## config.mk

```make
export PLATFORM = sky130hd
export DESIGN_NAME = flit_buffer_width_downconverter
export DESIGN_NICKNAME = d
export VERILOG_FILES = /design/src/rtl/flit_buffer_width_downconverter.sv
export SDC_FILE = /design/constraint.sdc
export NUM_CORES = 1
export LEC_CHECK = 0
export BUFFER_PORTS_ARGS = -buffer_cell sky130_fd_sc_hd__buf_2
export CORE_UTILIZATION = 64
export CTS_BUF_LIST = sky130_fd_sc_hd__clkbuf_4
export DETAILED_ROUTE_END_ITERATION = 6
export PLACE_DENSITY = 0.82
export REMOVE_ABC_BUFFERS = 1
export SLEW_MARGIN = 25
export SYNTH_ARGS = -nofsm -noshare
export SYNTH_HDL_FRONTEND = slang
export SYNTH_SLANG_ARGS = --single-unit
export TNS_END_PERCENT = 5
```

## constraint.sdc

```tcl
create_clock -name clk -period 6 [get_ports clk]
set_clock_uncertainty 0.15 [all_clocks]
set_input_delay 1.2 -clock clk [delete_from_list [all_inputs] [get_ports clk]]
set_output_delay 1.2 -clock clk [all_outputs]
set_load 0.005 [all_outputs]
```

## src/rtl/flit_buffer_width_downconverter.sv

```systemverilog
// Buffered width down-converter: stores tagged wide flits in a FIFO and emits
// them as narrow words, LSB word first, with optional store-and-forward gating.
module flit_buffer_width_downconverter #(
  parameter int unsigned IN_FLIT_WIDTH     = 32,
  parameter int unsigned OUT_FLIT_WIDTH    = 16,
  parameter int unsigned MAX_PKT_LEN       = 10,
  parameter int unsigned STORE_AND_FORWARD = 0,
  localparam int unsigned RATIO  = IN_FLIT_WIDTH / OUT_FLIT_WIDTH,
  localparam int unsigned WCNT_W = (RATIO > 1) ? $clog2(RATIO) : 1,
  localparam int unsigned DEPTH  = 1 << $clog2(MAX_PKT_LEN + 1),
  localparam int unsigned CNT_W  = $clog2(DEPTH + 1)
) (
  input  logic                      clk,
  input  logic                      rst,
  input  logic [IN_FLIT_WIDTH-1:0]  in_flit_data,
  input  logic                      in_flit_valid,
  input  logic                      in_flit_last,
  input  logic [WCNT_W-1:0]         in_flit_words,
  output logic                      in_flit_ready,
  output logic [OUT_FLIT_WIDTH-1:0] out_flit_data,
  output logic                      out_flit_valid,
  output logic                      out_flit_last,
  input  logic                      out_flit_ready,
  output logic [CNT_W-1:0]          fill_level,
  output logic [CNT_W-1:0]          pkt_count
);

  localparam int unsigned PTR_W = $clog2(DEPTH);
  localparam logic [WCNT_W:0] RATIO_EXT = (WCNT_W + 1)'(RATIO);
  localparam logic [CNT_W-1:0] DEPTH_C = CNT_W'(DEPTH);

  // lidx holds nwords-1, so the word index wraps there rather than at 2^k
  typedef struct packed {
    logic                     last;
    logic [WCNT_W-1:0]        lidx;
    logic [IN_FLIT_WIDTH-1:0] data;
  } entry_t;

  entry_t                               mem [DEPTH];
  entry_t                               head;
  entry_t                               in_entry;
  logic [PTR_W-1:0]                     wr_ptr, rd_ptr;
  logic [WCNT_W-1:0]                    widx;
  logic [WCNT_W-1:0]                    in_lidx;
  logic [RATIO-1:0][OUT_FLIT_WIDTH-1:0] head_words;
  logic                                 push, pop, xfer, empty, full, word_last;
  logic                                 pkt_inc, pkt_dec;

  // Decode word count: 0 or anything >= RATIO means a full flit
  always_comb begin
    in_lidx = WCNT_W'(RATIO - 1);
    if (in_flit_words != '0 && {1'b0, in_flit_words} < RATIO_EXT)
      in_lidx = in_flit_words - WCNT_W'(1);
  end

  assign in_entry   = '{last: in_flit_last, lidx: in_lidx, data: in_flit_data};
  assign head       = mem[rd_ptr];
  assign head_words = head.data;

  assign empty         = (fill_level == '0);
  assign full          = (fill_level == DEPTH_C);
  assign in_flit_ready = !full;
  assign push          = in_flit_valid & in_flit_ready;

  // Full-FIFO fallback keeps an oversize packet from deadlocking in S&F mode
  assign out_flit_valid = !empty &&
                          ((STORE_AND_FORWARD == 0) || (pkt_count != '0) || full);
  assign word_last      = (widx == head.lidx);
  assign xfer           = out_flit_valid & out_flit_ready;
  assign pop            = xfer & word_last;
  assign out_flit_data  = head_words[widx];
  assign out_flit_last  = head.last & word_last & out_flit_valid;

  assign pkt_inc = push & in_flit_last;
  assign pkt_dec = pop & head.last;

  always_ff @(posedge clk) begin
    if (push) mem[wr_ptr] <= in_entry;
  end

  always_ff @(posedge clk) begin
    if (rst) begin
      wr_ptr     <= '0;
      rd_ptr     <= '0;
      fill_level <= '0;
      pkt_count  <= '0;
      widx       <= '0;
    end else begin
      if (push) wr_ptr <= wr_ptr + PTR_W'(1);
      if (pop)  rd_ptr <= rd_ptr + PTR_W'(1);

      if (push && !pop)      fill_level <= fill_level + CNT_W'(1);
      else if (!push && pop) fill_level <= fill_level - CNT_W'(1);

      if (pkt_inc && !pkt_dec)      pkt_count <= pkt_count + CNT_W'(1);
      else if (!pkt_inc && pkt_dec) pkt_count <= pkt_count - CNT_W'(1);

      if (xfer) widx <= word_last ? '0 : widx + WCNT_W'(1);
    end
  end

endmodule

```

==> results of run 1 <==
worst paths after layout:
kind,start,end,slack [ns]
setup / recovery,flop,out_flit_data[15],0.98
hold / removal,rd_ptr[3],flop,0.37
hold reg to reg,rd_ptr[3],flop,0.37
setup reg to reg,flop,pkt_count[4],1.63
registers in the layout, summed over array words and instances (netlist names), named ones only:
name / flops
mem: 544
fill_level: 5
wr_ptr: 4
widx: 1
rd_ptr: 4
pkt_count: 5
layer usage:
| layer | vias to the layer above | part of all wire (%) | track usage (%) |
|---|---|---|---|
| met4 | 2 | 2.8 | 12.5 |
| met1 | 6157 | 39 | 36.4 |
| met2 | 649 | 50 | 44.5 |
| li1 | 5512 | - | - |
| met3 | 121 | 8.6 | 6.06 |
| met5 | - | 0.038 | 0 |
through the flow:
step	instances	area [um^2]	hold slack [ns]
after global routing	2003	25200	0.412
final	2004	25200	0.368
after floorplan	1208	22000	0.302
after CTS	2002	25200	0.372
after detailed placement	1766	23400	0.348
after global placement	1759	23200	0.328
worst register-to-register path, delay by kind of cell (launching register included):
family	cells	cell delay (ns)
and+or+nand+nor	2	0.35
adders and majority gates	3	0.86
muxes	4	1.69
DFF	1	0.72
buffers and inverters	1	0.16
AOI/OAI and AO/OA	2	0.36
cells by family after synthesis:
group | count (synthesis)
xor+xnor | 12
buf+inv | 82
mux | 272
compound gates | 163
fa+ha+maj | 17
simple gates | 168
flops | 567
layout make-up:
| type | count | share of cell area [%] |
|---|---|---|
| Clock buffer | 195 | 5.81 |
| Inverter | 9 | 0.134 |
| Tap cell | 455 | 2.26 |
| Clock inverter | 41 | 1.19 |
| Antenna cell | 2 | 0.0199 |
| Sequential cell | 567 | 66.6 |
| Multi-Input combinational cell | 632 | 20.9 |
| Timing Repair Buffer | 103 | 3.07 |
power by group through the flow:
| stage | sequential, mW | combinational, mW | clock, mW |
|---|---|---|---|
| detailed placement | 4.68 | 1.64 | 0 |
| finish | 4.59 | 1.65 | 3.19 |
| CTS | 4.60 | 1.66 | 3.24 |
| global placement | 4.67 | 1.60 | 0 |
| global route | 4.61 | 1.78 | 3.43 |
| floorplan | 4.74 | 1.22 | 0 |
layout by cell type (no fill, tap or decap), drive strengths merged, types with 20 or more instances in the layout:
cell | synthesis | layout
nand3 | 36 | 36
edfxtp | 544 | 544
mux2i | 262 | 262
a22oi | 64 | 64
a22o | 32 | 32
nand2 | 42 | 42
clkbuf | 13 | 195
clkinv | 0 | 29
dfxtp | 23 | 23
a21oi | 44 | 44
buf | 60 | 103
nor3 | 20 | 20
nor2 | 36 | 36
==> results.toml, run 1 <==
[clock_tree]
cts_buffer_depth = 3
post-cts-setup-buffers = 0
cts_root_buffer = "clkbuf_4"
cts_tree = "built"
clk_pin_slew_ns = 0.07
cts_resized = 0
clk_latency_ns = 0.83
numCtsBuffers = 139
htree_levels = 4
cts_hold_buf = 0
clock_sinks = 567

[floorplanning]
ios = 67
placementRows = 68
coreArea_um2 = 34500
start_util_pct = 64.9
dieArea_um2 = 35700
die_height_um = 189
die_w_um = 189

[placement]
hpwlAfterDp_mm = 25.6
gp_congestion = 0.781
numPortBuffers = 66
pre_cts_ws_ns = 1.61

[logic_synthesis]
syn_avg_cell_area_um2 = 17.5
synth_ff_type = "edfxtp_1"
synthTopCellsByArea = "edfxtp_1 (73%), mux2i_1 (12%), a22oi_1 (2.1%)"
synth_cell_type_count = 39
synth_xor_area_share_pct = 0.470
yosysMostFrequentCell = "edfxtp_1"
synth.mux.area_fraction_pct = 12.8
synthTopCellsByCount = "edfxtp_1 (544), mux2i_1 (262), a22oi_1 (64)"
ys_seq_area_share_pct = 75.1
syn_area_um2 = 22400
ys_ff_latch = 567
syn-instance-count = 1281
synth_top_family_by_area = "multiplexers"
synth_compound_area_share_pct = 5.06
yosys.area_share.simple_pct = 3.58
yosys_warnings = 0
synth_area_leader_cell = "edfxtp_1"
synth_top_cell_area_share_pct = 73.1
synth_edf_count = 544
synth-async-reset-ratio_pct = 0
yosys.area_share.adder_pct = 1.02

[drt]
viasPerCell = 6.21
drt_first_iter_violations = 1188
ant_nets = 0
num_vias = 12400
wl_mm = 47.7
drt_pass1_iterations = 5
routedWlPerCell_um = 23.8
drc = 0

[setup_path]
cp.depth = 7
cp_cell_sequence = "nor2b_4, buf_4, a22o_1, nor3_1, a31oi_1, nand3_1, buf_2"
critPathMaxFanout = 25
worstPathArrival_ns = 3.67
crit_type = "reg -> out"
crit_path_end_kind = "output port"
cp.required_ns = 4.65
slowest_delay_ns = 0.87
r2r_cells = 12
slowest_stage = "nor2b_4"
startpoint_type = "flop"
path_delay_family = "simple AND/OR/NAND/NOR gates"
cp_num_buf_inv = 2

[timing]
fmax_mhz = 199
fin_tns_setup_ns = 0
rsz0062_at_grt = "false"
worst_slack_ns = 0.980
setup_violations = 0
final-hold-violation-count = 0
fin_crit_ns = 5.02
worst_slew_margin_rel_pct = 26.5
tightest_slew_ns = 1.10
maxSlewViolCount = 0
fin_crit_sh_pct = 83.7

[pwr]
p_seq_share_pct = 48.7
pwr-share-comb_pct = 17.5
leakagePower_nw = 8.08
peakVddDrop_v = 0.000265
swShare_pct = 27.2
power_density_nw_per_um2 = 374
power.total_mw = 9.43
clock_power_share_pct = 33.8
p_int_mw = 6.87
switching_power_mw = 2.56

[global_route]
grt_remaining_overflow = 0
grt_pass1_wl_mm = 72.2
grt_max_degree = 131
grt_pass1_vias = 12600
antenna_found_initial = 4
track_usage_pct = 27.6

[outcome]
outcome = "completed"

[finish]
seq_area_um2 = 16800
syn_to_final_growth_pct = 12.7
nets = 1507
final_util_pct = 73.2
drive_above_1_share_pct = 22.0
nFillCells = 2033
multi_input_comb_area_um2 = 5270

[worst_hold_path]
hold_path.class = "reg -> reg"
worstHoldPathCells = 2

[job]
max_cap_violations = 0
(Power assumes the default switching activity.)
==> run 2, diff against run 1 <==
==> constraint.sdc (replaced) <==
create_clock -name clk -period 5 [get_ports clk]
set_clock_uncertainty 0.15 [all_clocks]
set_input_delay 1 -clock clk [delete_from_list [all_inputs] [get_ports clk]]
set_output_delay 1 -clock clk [all_outputs]
set_load 0.005 [all_outputs]
==> run 2 against run 1 <==
Non-clock buffer count rose by 1. Power is 18% higher. Sequential power up 19%. Via count rose by 1.0%. Critical path type unchanged. Critical endpoint is now out_flit_data[14]. Largest cell class unchanged. Highest routed layer is now met4.
==> results.toml, run 2 (synthesized netlist as in run 1, its figures left out) <==
[timing]
final-hold-violation-count = 0
fin_crit_sh_pct = 91.6
maxSlewViolCount = 0
setup_violations = 0
worst_slew_margin_rel_pct = 31.6
tightest_slew_ns = 1.03
fmax_mhz = 218
fin_tns_setup_ns = 0
hold_ws_ns = 0.349
fin_crit_ns = 4.58
rsz0062_at_grt = "false"

[drt]
num_vias = 12600
routedWlPerCell_um = 24.0
drc = 0
viasPerCell = 6.27
drt_first_iter_violations = 1221
drt_pass1_iterations = 5
wl_mm = 48.1
ant_nets = 0

[finish]
layout_common_cells = "edfxtp_1 (544), mux2i_1 (262), clkbuf_4 (188)"
drive_above_1_share_pct = 21.8
nFillCells = 2067
final_common_cell = "edfxtp_1"
nets = 1507
multi_input_comb_area_um2 = 5260
syn_to_final_growth_pct = 11.9
seq_area_um2 = 16800
reg_top3 = "mem: 544 flops, fill_level: 5 flops, pkt_count: 5 flops"
largest_reg_flops = 544
regMostFlops = "mem"
final_area_um2 = 25000

[global_route]
track_usage_pct = 27.6
grt_pass1_vias = 12700
antenna_found_initial = 2
grt_max_degree = 131
grt_pass1_wl_mm = 72.2
grt_remaining_overflow = 0

[clock_tree]
cts_resized = 0
clk_pin_slew_ns = 0.07
numCtsBuffers = 138
cts_hold_buf = 0
htree_levels = 4
clock_sinks = 567
post-cts-setup-buffers = 0
clk_latency_ns = 0.80
cts_buffer_depth = 3
cts_root_buffer = "clkbuf_4"
cts_tree = "built"

[pwr]
peakVddDrop_v = 0.000265
power_density_nw_per_um2 = 445
leakagePower_nw = 8.01
power.total_mw = 11.1

[placement]
placed_area_um2 = 23300
gp_congestion = 0.761
numPortBuffers = 66
hpwlAfterDp_mm = 25.2

[setup_path]
startpoint_type = "flop"
worstPathArrival_ns = 3.43
crit_path_end_kind = "output port"
crit_type = "reg -> out"
cp.required_ns = 3.85
critPathMaxFanout = 32

[worst_hold_path]
hold_path.class = "in -> reg"

[job]
max_cap_violations = 0

[floorplanning]
coreArea_um2 = 34500
dieArea_um2 = 35700
die_height_um = 189
ios = 67
start_util_pct = 64.9
placementRows = 68
die_w_um = 189

[outcome]
outcome = "completed"
==> run 2: cell count changes in the layout (fill, tap and decap cells not counted) <==
cell       delta
buf_12        +3
buf_16        -6
buf_4         +5
buf_8         -1
bufinv_16     -3
clkbuf_4      -7
clkinv_1      +5
clkinv_4      +1
inv_2         +3
nand2_1       -1
nand2_2       +1
nor3_2        +2
nor3_4        -2
==> run 2: where the power goes <==
group | internal (mW) | total (mW) | switching (mW)
Clock | 1.85 | 3.60 | 1.75
Combinational | 0.826 | 2.06 | 1.23
Sequential | 5.38 | 5.48 | 0.102
Total | 8.05 | 11.1 | 3.09
==> run 2: worst paths after layout <==
check / startpoint / cells after the start / endpoint / slack (ns)
max reg2reg: flop / 12 / pkt_count[4] / 0.59
max: flop / 7 / out_flit_data[14] / 0.42
min: out_flit_ready / 3 / widx / 0.35
min reg2reg: rd_ptr[3] / 2 / rd_ptr[3] / 0.37
==> run 2: critical path: stages (launching register included) <==
cell and delay [ns]:
dfxtp_1 0.62, and2b_2 0.82, buf_4 0.44, a22o_1 0.17
nor3_1 0.05, a31oi_1 0.21, nand3_1 0.13, buf_2 0.15
==> run 2: through the flow <==
stage          worst slack (ns)  std cells  util (%)
4_1_cts                   0.389       2002      72.6
2_1_floorplan             -7.14       1208         -
5_1_grt                   0.217       2003      72.6
6_report                  0.419       2004      72.6
3_3_place_gp              0.714       1767      67.8
3_5_place_dp              0.604       1767      67.8
==> run 2: layout make-up <==
class / instances / share of cell area (%)
tap: 455 / 2.28
clock inverter: 47 / 0.995
sequential: 567 / 67.2
timing repair buffer: 104 / 2.76
multi-input combinational: 632 / 21.0
inverter: 9 / 0.135
antenna: 2 / 0.0200
clock buffer: 188 / 5.64
==> run 2: per-layer routing <==
layer | track usage, % | routed length (um) | up-vias
li1 | - | - | 5506
met1 | 37.2 | 19100 | 6283
met2 | 44.7 | 23700 | 673
met3 | 5.25 | 4060 | 105
met4 | 11.7 | 1240 | 0
met5 | 0 | 0 | -
==> run 3, diff against run 2 <==
--- a/config.mk
+++ b/config.mk
@@ -6,10 +6,8 @@
 export NUM_CORES = 1
 export LEC_CHECK = 0
 export BUFFER_PORTS_ARGS = -buffer_cell sky130_fd_sc_hd__buf_2
-export CORE_UTILIZATION = 64
-export CTS_BUF_LIST = sky130_fd_sc_hd__clkbuf_4
+export CORE_UTILIZATION = 27
 export DETAILED_ROUTE_END_ITERATION = 6
-export PLACE_DENSITY = 0.82
 export REMOVE_ABC_BUFFERS = 1
 export SLEW_MARGIN = 25
 export SYNTH_ARGS = -nofsm -noshare
==> constraint.sdc (replaced) <==
create_clock -name clk -period 5.65 [get_ports clk]
set_clock_uncertainty 0.15 [all_clocks]
set_input_delay 1.13 -clock clk [delete_from_list [all_inputs] [get_ports clk]]
set_output_delay 1.13 -clock clk [all_outputs]
set_load 0.005 [all_outputs]
==> run 3 against run 2 <==
Register-to-register slack better by 0.59 ns. Highest routed layer is now met5. Sequential cell count unchanged. Sequential share of layout area down 2.4 points. Via count down 7.4%. Core utilization down 41 points. Hold slack better by 0.014 ns. Sequential power down 11%. Final cell count up 24%.
==> results.toml, run 3 (synthesized netlist as in run 1, its figures left out) <==
[clock_tree]
cts_hold_buf = 0
clk_latency_ns = 0.61
cts_root_buffer = "clkbuf_16"
numCtsBuffers = 57
htree_levels = 2
clk_pin_slew_ns = 0.06
post-cts-setup-buffers = 0
cts_buffer_depth = 3
cts_resized = 0
cts_tree = "built"
clock_sinks = 567

[finish]
reg_top3 = "mem: 544 flops, fill_level: 5 flops, pkt_count: 5 flops"
layout_common_cells = "edfxtp_1 (544), mux2i_1 (262), buf_2 (66)"
regMostFlops = "mem"
final_area_um2 = 26000
nets = 1419
drive_above_1_share_pct = 15.2
syn_to_final_growth_pct = 16.1
largest_reg_flops = 544
nFillCells = 7940
final_common_cell = "edfxtp_1"

[setup_path]
slowest_stage = "dfxtp_1"
crit_path_end_kind = "output port"
crit_type = "reg -> out"
cp_cell_sequence = "nor2b_4, buf_12, a22o_1, nor3_1, a31oi_1, nand3_1, buf_2"
worstPathArrival_ns = 3.32
slowest_delay_ns = 0.71
r2r-end = "pkt_count[4]"
cp_num_buf_inv = 2
r2r_setup_slack_ns = 1.18
path_delay_family = "simple AND/OR/NAND/NOR gates"
r2r_cells = 12
critPathMaxFanout = 50
startpoint_type = "flop"
cp.required_ns = 4.37

[drt]
viasPerCell = 4.68
drt_pass1_iterations = 7
routedWlPerCell_um = 21.0
drc = 0
ant_nets = 0
drt_first_iter_violations = 823
wl_mm = 52.0
num_vias = 11600

[timing]
fmax_mhz = 217
worst_slew_margin_rel_pct = 30.2
maxSlewViolCount = 0
rsz0062_at_grt = "false"
hold_ws_ns = 0.362
fin_crit_sh_pct = 81.4
final-hold-violation-count = 0
setup_violations = 0
tightest_slew_ns = 1.05
fin_crit_ns = 4.60

[floorplanning]
dieArea_um2 = 84000
die_height_um = 290
start_util_pct = 27.3
die_w_um = 290
coreArea_um2 = 82000
placementRows = 105
ios = 67

[worst_hold_path]
hold_path.class = "reg -> reg"
holdPathEnd = "widx"
worstHoldPathCells = 2
min_from = "widx"

[pwr]
leakagePower_nw = 7.91
pwr-share-comb_pct = 17.7
power_density_nw_per_um2 = 405
peakVddDrop_v = 0.000257
switching_power_mw = 2.85
swShare_pct = 27.1
p_seq_share_pct = 46.2
clock_power_share_pct = 36.2
p_int_mw = 7.66

[placement]
gp_congestion = 0.744
hpwlAfterDp_mm = 28.0
numPortBuffers = 66
placed_area_um2 = 24100

[global_route]
grt_max_degree = 109
track_usage_pct = 12.3
antenna_found_initial = 6
grt_remaining_overflow = 0
grt_pass1_wl_mm = 76.7
grt_pass1_vias = 11800

[outcome]
outcome = "completed"

[job]
max_cap_violations = 0
run 3: changes by cell type in the layout (fill, tap and decap cells not counted), sizes merged:
cell and change:
clkbuf -127, clkinv -8, buf -7, bufinv +5
clkinvlp +3, diode -1, inv -1
run 3: power by group through the flow:
stage	Sequential, mW	Clock [mW]	Combinational [mW]
5_1_grt	4.87	4.04	2.03
4_1_cts	4.85	3.88	1.89
2_1_floorplan	5.04	0	1.29
6_report	4.85	3.80	1.86
3_3_place_gp	4.93	0	1.85
3_5_place_dp	4.94	0	1.88
run 3: final cells by class:
cell class	count	area [um^2]	share of cell area, %
timing repair buffer	97	641	2.47
tap	1070	1340	5.16
clock buffer	61	1440	5.55
inverter	9	33.8	0.130
multi-input combinational	632	5250	20.2
sequential	567	16800	64.7
clock inverter	46	447	1.72
antenna	1	2.50	0.00964
run 3: worst max path at each step:
stage	endpoint	start	cells past startpoint	slack [ns]
2_1_floorplan	pkt_count[4]	flop	12	-6.49
3_3_place_gp	pkt_count[4]	flop	12	1.29
5_1_grt	out_flit_data[14]	flop	7	0.88
6_report	out_flit_data[4]	flop	7	1.05
4_1_cts	out_flit_data[14]	flop	7	0.95
3_5_place_dp	pkt_count[4]	flop	12	1.20
run 3: through the flow:
step	total power [mW]	std cells	setup slack [ns]	utilization (%)	TNS, ns
5_1_grt	10.9	2482	0.881	31.7	0
2_1_floorplan	6.33	1208	-6.49	-	-194.31
4_1_cts	10.6	2482	0.948	31.7	0
6_report	10.5	2483	1.05	31.7	0
3_5_place_dp	6.82	2375	1.20	29.4	0
3_3_place_gp	6.79	2373	1.29	29.3	0
run 3: worst register-to-register path: cells and delay by family, from the launching register on:
| family | cells | cell delay, ns |
|---|---|---|
| DFF | 1 | 0.71 |
| buffers and inverters | 1 | 0.16 |
| and+or+nand+nor | 2 | 0.36 |
| AOI/OAI and AO/OA | 2 | 0.39 |
| muxes | 4 | 1.71 |
| adders and majority gates | 3 | 0.87 |
run 3: layer usage:
metal	GRT usage, %	vias up	share of wire (%)
met3	2.53	96	5.9
met4	3.60	12	2.5
met1	16.2	5957	44
li1	-	5247	-
met5	0	-	0.14
met2	20.5	319	48
